==> src/rtl/vote_result_reader.sv <==
// Result-mode report engine: snapshots four tallies, picks the winner (or a tie)
// one candidate per cycle, then streams an 11-byte framed report over valid/ready.
module vote_result_reader #(
  parameter int         CNT_W = 8,
  parameter logic [7:0] HDR   = 8'hA5
) (
  input  logic             clk,
  input  logic             reset,
  input  logic             mode,
  input  logic             start,
  input  logic [CNT_W-1:0] cand1_vote_recvd,
  input  logic [CNT_W-1:0] cand2_vote_recvd,
  input  logic [CNT_W-1:0] cand3_vote_recvd,
  input  logic [CNT_W-1:0] cand4_vote_recvd,
  output logic [7:0]       out_data,
  output logic             out_valid,
  input  logic             out_ready,
  output logic             busy,
  output logic [2:0]       winner,
  output logic             tie,
  output logic             done
);

  typedef enum logic [1:0] {S_IDLE, S_CMP, S_SEND} state_t;

  state_t           r_state;
  logic [CNT_W-1:0] r_snap [4];
  logic [CNT_W-1:0] r_best;
  logic [2:0]       r_best_id;
  logic             r_tie;
  logic [1:0]       r_idx;
  logic [3:0]       r_byte;
  logic [7:0]       r_chk;

  logic [CNT_W-1:0] w_cur;
  logic [CNT_W-1:0] w_best_nx;
  logic [2:0]       w_id_nx;
  logic             w_tie_nx;
  logic [3:0]       w_byte_nx;
  logic [7:0]       w_data_nx;

  // Comparator step for the candidate at r_idx (zero-based snapshot index).
  always_comb begin
    w_cur     = r_snap[r_idx];
    w_best_nx = r_best;
    w_id_nx   = r_best_id;
    w_tie_nx  = r_tie;
    if (w_cur > r_best) begin
      w_best_nx = w_cur;
      w_id_nx   = {1'b0, r_idx} + 3'd1;
      w_tie_nx  = 1'b0;
    end else if (w_cur == r_best) begin
      w_tie_nx  = 1'b1;
    end
  end

  // Next frame byte; the checksum byte folds in the byte currently transferring.
  always_comb begin
    w_byte_nx = r_byte + 4'd1;
    case (w_byte_nx)
      4'd1:    w_data_nx = 8'd1;
      4'd2:    w_data_nx = 8'(r_snap[0]);
      4'd3:    w_data_nx = 8'd2;
      4'd4:    w_data_nx = 8'(r_snap[1]);
      4'd5:    w_data_nx = 8'd3;
      4'd6:    w_data_nx = 8'(r_snap[2]);
      4'd7:    w_data_nx = 8'd4;
      4'd8:    w_data_nx = 8'(r_snap[3]);
      4'd9:    w_data_nx = {5'b0, winner};
      4'd10:   w_data_nx = r_chk ^ out_data;
      default: w_data_nx = HDR;
    endcase
  end

  always_ff @(posedge clk or negedge reset) begin
    if (!reset) begin
      r_state   <= S_IDLE;
      for (int i = 0; i < 4; i++) r_snap[i] <= '0;
      r_best    <= '0;
      r_best_id <= 3'd0;
      r_tie     <= 1'b0;
      r_idx     <= 2'd0;
      r_byte    <= 4'd0;
      r_chk     <= 8'd0;
      out_data  <= 8'd0;
      out_valid <= 1'b0;
      busy      <= 1'b0;
      winner    <= 3'd0;
      tie       <= 1'b0;
      done      <= 1'b0;
    end else begin
      done <= 1'b0;
      case (r_state)
        S_IDLE: begin
          if (start && mode) begin
            r_snap[0] <= cand1_vote_recvd;
            r_snap[1] <= cand2_vote_recvd;
            r_snap[2] <= cand3_vote_recvd;
            r_snap[3] <= cand4_vote_recvd;
            r_best    <= cand1_vote_recvd;
            r_best_id <= 3'd1;
            r_tie     <= 1'b0;
            r_idx     <= 2'd1;
            busy      <= 1'b1;
            r_state   <= S_CMP;
          end
        end
        S_CMP: begin
          r_best    <= w_best_nx;
          r_best_id <= w_id_nx;
          r_tie     <= w_tie_nx;
          r_idx     <= r_idx + 2'd1;
          if (r_idx == 2'd3) begin
            r_state <= S_SEND;
            r_byte  <= 4'd0;
            r_chk   <= 8'd0;
            if (w_best_nx == '0) begin
              winner <= 3'd0;
              tie    <= 1'b0;
            end else if (w_tie_nx) begin
              winner <= 3'd0;
              tie    <= 1'b1;
            end else begin
              winner <= w_id_nx;
              tie    <= 1'b0;
            end
          end
        end
        S_SEND: begin
          // First SEND cycle presents the header; afterwards advance on each transfer.
          if (!out_valid) begin
            out_valid <= 1'b1;
            out_data  <= HDR;
            r_byte    <= 4'd0;
          end else if (out_ready) begin
            r_chk <= r_chk ^ out_data;
            if (r_byte == 4'd10) begin
              out_valid <= 1'b0;
              busy      <= 1'b0;
              done      <= 1'b1;
              r_state   <= S_IDLE;
            end else begin
              r_byte   <= w_byte_nx;
              out_data <= w_data_nx;
            end
          end
        end
        default: r_state <= S_IDLE;
      endcase
    end
  end

endmodule
==> config.mk <==
export PLATFORM = sky130hd
export DESIGN_NAME = vote_result_reader
export DESIGN_NICKNAME = d
export VERILOG_FILES = /design/src/rtl/vote_result_reader.sv
export SDC_FILE = /design/constraint.sdc
export NUM_CORES = 1
export LEC_CHECK = 0
export CAP_MARGIN = 10
export CORE_ASPECT_RATIO = 0.7
export CORE_MARGIN = 5
export CORE_UTILIZATION = 60
export DETAILED_ROUTE_END_ITERATION = 7
export GPL_TIMING_DRIVEN = 0
export PLACE_DENSITY = 0.91
export SETUP_SLACK_MARGIN = 0.15
export SYNTH_ARGS = -nofsm -noshare
export SYNTH_HDL_FRONTEND = slang
export SYNTH_SLANG_ARGS = --single-unit
==> constraint.sdc <==
create_clock -name clk -period 7.5 [get_ports clk]
set_input_delay 1.5 -clock clk [delete_from_list [all_inputs] [get_ports clk]]
set_output_delay 1.5 -clock clk [all_outputs]
set_load 0.01 [all_outputs]
==> run_results.csv <==
group,metric,value,unit
route,postRouteAntennaNets,0,
setup_path,crit_fanout,9,
logic_synthesis,synth_flop_cell,"dfrtp_1",
setup_path,r2r-end,"r_best[4]",
logic_synthesis,synth_seq_cells,75,
pwr,p_switching,0.878,mW
floorplan,rows,25,
pwr,p_sw_share,42.4,%
setup_path,arrival,3.79,ns
setup_path,required,7.78,ns
flow_run,drv_cap,0,
pwr,power.internal,1.19,mW
sta,period_minus_slack,3.51,ns
logic_synthesis,yosys-top-cells-count,"109 x nand2_1, 75 x dfrtp_1, 28 x nor2_1, 22 x o21ai_0, 21 x a21oi_1",
clock_network,cts_resized,0,
logic_synthesis,yosysWarnings,0,
placed_design,routabilityCongestion,0.880,
status,status,"complete, no violations",
sta,setup_viol,0,
setup_path,slowest_delay,0.60,ns
setup_path,end_kind,"register",
sta,rsz0062_at_grt,"false",
logic_synthesis,synth.distinct_cells,55,
logic_synthesis,syn_nets,493,
logic_synthesis,netlist.top_cell.by_area,"dfrtp_1",
pwr,power_density,416,mW/mm^2
setup_path,crit_chain,"clkdlybuf4s50_1, nand2_1, nor2_1, o21ai_0, a211o_1, buf_2, o41ai_2, o2bb2ai_1",
final_layout,drive_gt1_share,7.66,%
route,dr.first_iter.drc_count,389,
grt,grt_remaining_overflow,0,
grt,grt_first_pass_wirelength,19400,um
logic_synthesis,synth_edf_count,0,
setup_path,rr_worst_depth,10,
final_layout,final_area,0.00499,mm^2
worst_hold_path,hp-class,"register to register",
sta,fin_tns_setup,0,ns
placed_design,io_buffers,51,
final_layout,antennaDiodeCount,0,
route,drt_wl_total,11800,um
grt,grt_max_degree,67,
sta,finalCritPeriodShare,46.8,%
floorplan,die_area,0.00862,mm^2
clock_network,cts_inserted_buffers,9,
clock_network,cts-root-buf,"clkbuf_8",
route,drc,0,
worst_hold_path,hold_end,"r_chk[3]",
pwr,clockPowerShare,17.2,%
final_layout,syn2layout_area_growth,21.4,%
sta,worst_slew_pin_slew,0.884,ns
logic_synthesis,syn_inst,441,
clock_network,cts.htree.levels,3,
sta,finalMaxSlewViolations,0,
logic_synthesis,async_flop_share,100,%
worst_hold_path,hp-start,"r_chk[3]",
sta,fmax,0.285,GHz
setup_path,critPathKind,"primary input to register",
pwr,p_seq_share,35.5,%
final_layout,final_core_util,74.5,%
setup_path,rrSetupSlack,4.09,ns
clock_network,hold_buffers,0,
worst_hold_path,hold-path-cell-count,1,
clock_network,cts_tree,"done",
final_layout,finalNetCount,556,
clock_network,clock_sinks,75,
placed_design,placed_cell_area,0.00476,mm^2
route,wire_per_inst,19.6,um
grt,antenna_found_initial,0,
sta,max_slew_margin,40.7,%
logic_synthesis,synth_area_leaders,"dfrtp_1 46%, nand2_1 10%, ha_1 4.6%, o21ai_0 2.7%, a21oi_1 2.6%",
floorplan,start_util,61.3,%
pwr,comb_power_share,47.3,%
route,first_pass_iters,5,
clock_network,clockBufferDepth,2,
clock_network,cts_setup_buffers,0,
setup_path,critPathSlowestCell,"clkdlybuf4s50_1",
clock_network,clk_pin_slew,0.08,ns
sta,clock_skew,0.00872,ns
route,vias_per_cell,6.48,
logic_synthesis,netlist.area_leader.share,45.7,%
setup_path,cp-start-kind,"primary input",
sta,hold_viol,0,
floorplan,die_x,109,um
pwr,irDropWorstVdd,0.193,mV
pwr,leakage,2.25,nW
logic_synthesis,yosysMostFrequentCell,"nand2_1",
grt,track_usage,29.3,%
grt,grt_pass1_vias,3869,
setup_path,r2r_start,"r_idx[0]",
placed_design,hpwl,8660,um
floorplan,die_h,79.2,um
sta,hold-worst-slack,0.504,ns
route,vias,3905,
floorplan,core_region_area,0.00669,mm^2
floorplan,io_pins,52,
clock_network,clk_latency,0.35,ns
final_layout,fillers,502,
logic_synthesis,ys_seq_area_share,45.7,%
logic_synthesis,synth_area,0.00411,mm^2
logic_synthesis,syn_avg_cell_area,9.31,um^2
[layer usage]
layer	GRT usage (%)	vias to the layer above	routed length, um
met5	0	-	0
met4	9.58	0	301
met3	8.94	34	1370
met2	45.2	283	5510
met1	39.5	1880	4620
li1	-	1708	-
[sequential cells by signal, summed over array words and instances (netlist names)]
name	cells
r_byte	4
done	1
r_chk	8
out_valid	1
tie	1
winner	3
r_best_id	3
r_idx	2
busy	1
r_best	8
r_tie	1
out_data	8
r_snap	32
r_state	2
[power by group through the flow]
stage	combinational (mW)	sequential, mW	clock (mW)
floorplan	0.655	0.693	0
global placement	0.887	0.722	0
detailed placement	0.948	0.734	0
CTS	0.956	0.729	0.358
global route	1.06	0.754	0.377
finish	0.979	0.736	0.356
[critical path: cells and delay by family]
kind | cells | cell delay [ns]
compound gates | 4 | 0.91
buf+inv | 2 | 0.79
simple gates | 2 | 0.59
[through the flow]
| stage | cells | setup WS, ns | total power [mW] |
|---|---|---|---|
| final | 603 | 3.99 | 2.07 |
| after global routing | 603 | 3.86 | 2.19 |
| after CTS | 603 | 4.08 | 2.04 |
| after detailed placement | 587 | 3.71 | 1.68 |
| after global placement | 586 | 2.41 | 1.61 |
| after floorplan | 441 | 4.69 | 1.35 |
[worst max path at each step]
stage	from	end	slack, ns
final	out_ready	out_data[1]	3.99
after detailed placement	out_ready	out_data[1]	3.71
after global placement	reset	out_data[3]	2.41
after CTS	out_ready	out_data[1]	4.08
after global routing	r_idx[0]	winner[1]	3.86
after floorplan	r_idx[0]	r_best[6]	4.69
[logic make-up (layout without fill, tap and decap cells)]
logic type	after synthesis	in the layout	synth area share, %
compound gates	113	113	19.7
buf+inv	43	111	4.33
flops	75	75	45.7
fa+ha+maj	15	15	4.57
xor+xnor	8	8	1.71
mux	10	10	5.27
simple gates	177	177	18.8
[cells in the final DEF, fill, tap and decap left out, types with 2 or more instances in the layout]
cell             instances
nor4_1                   2
mux4_2                   4
nand3_1                  5
o41ai_1                  2
a21oi_1                 21
a41oi_1                  2
o2bb2ai_1                4
or2_2                    3
nor2b_1                  4
a22oi_1                  9
o22ai_1                  5
a41o_1                   2
a211oi_1                 3
a221o_1                  7
nand4_1                  5
xor2_1                   7
o21ai_0                 22
clkdlybuf4s50_1         50
nor3_1                   5
a21o_1                   7
ha_1                    15
nor2_1                  28
clkbuf_8                10
o31ai_1                  4
and2_1                   8
nand2_1                109
dfrtp_1                 75
inv_1                   19
clkbuf_1                17
a32o_1                   2
a311oi_1                 2
bufinv_16                2
buf_2                    7
nand3b_1                 2
mux4_1                   4
a221o_2                  2
a221oi_1                 8
[layout make-up]
type | instances | area, um^2 | share of cell area (%)
clock inverters | 5 | 85.1 | 1.71
well taps | 94 | 118 | 2.36
inverters | 19 | 71.3 | 1.43
repair buffers | 52 | 536 | 10.7
plain buffers | 24 | 106 | 2.13
multi-input cells | 323 | 2050 | 41.2
flip-flops and latches | 75 | 1880 | 37.6
clock buffers | 11 | 141 | 2.84
(Power assumes the default switching activity.)
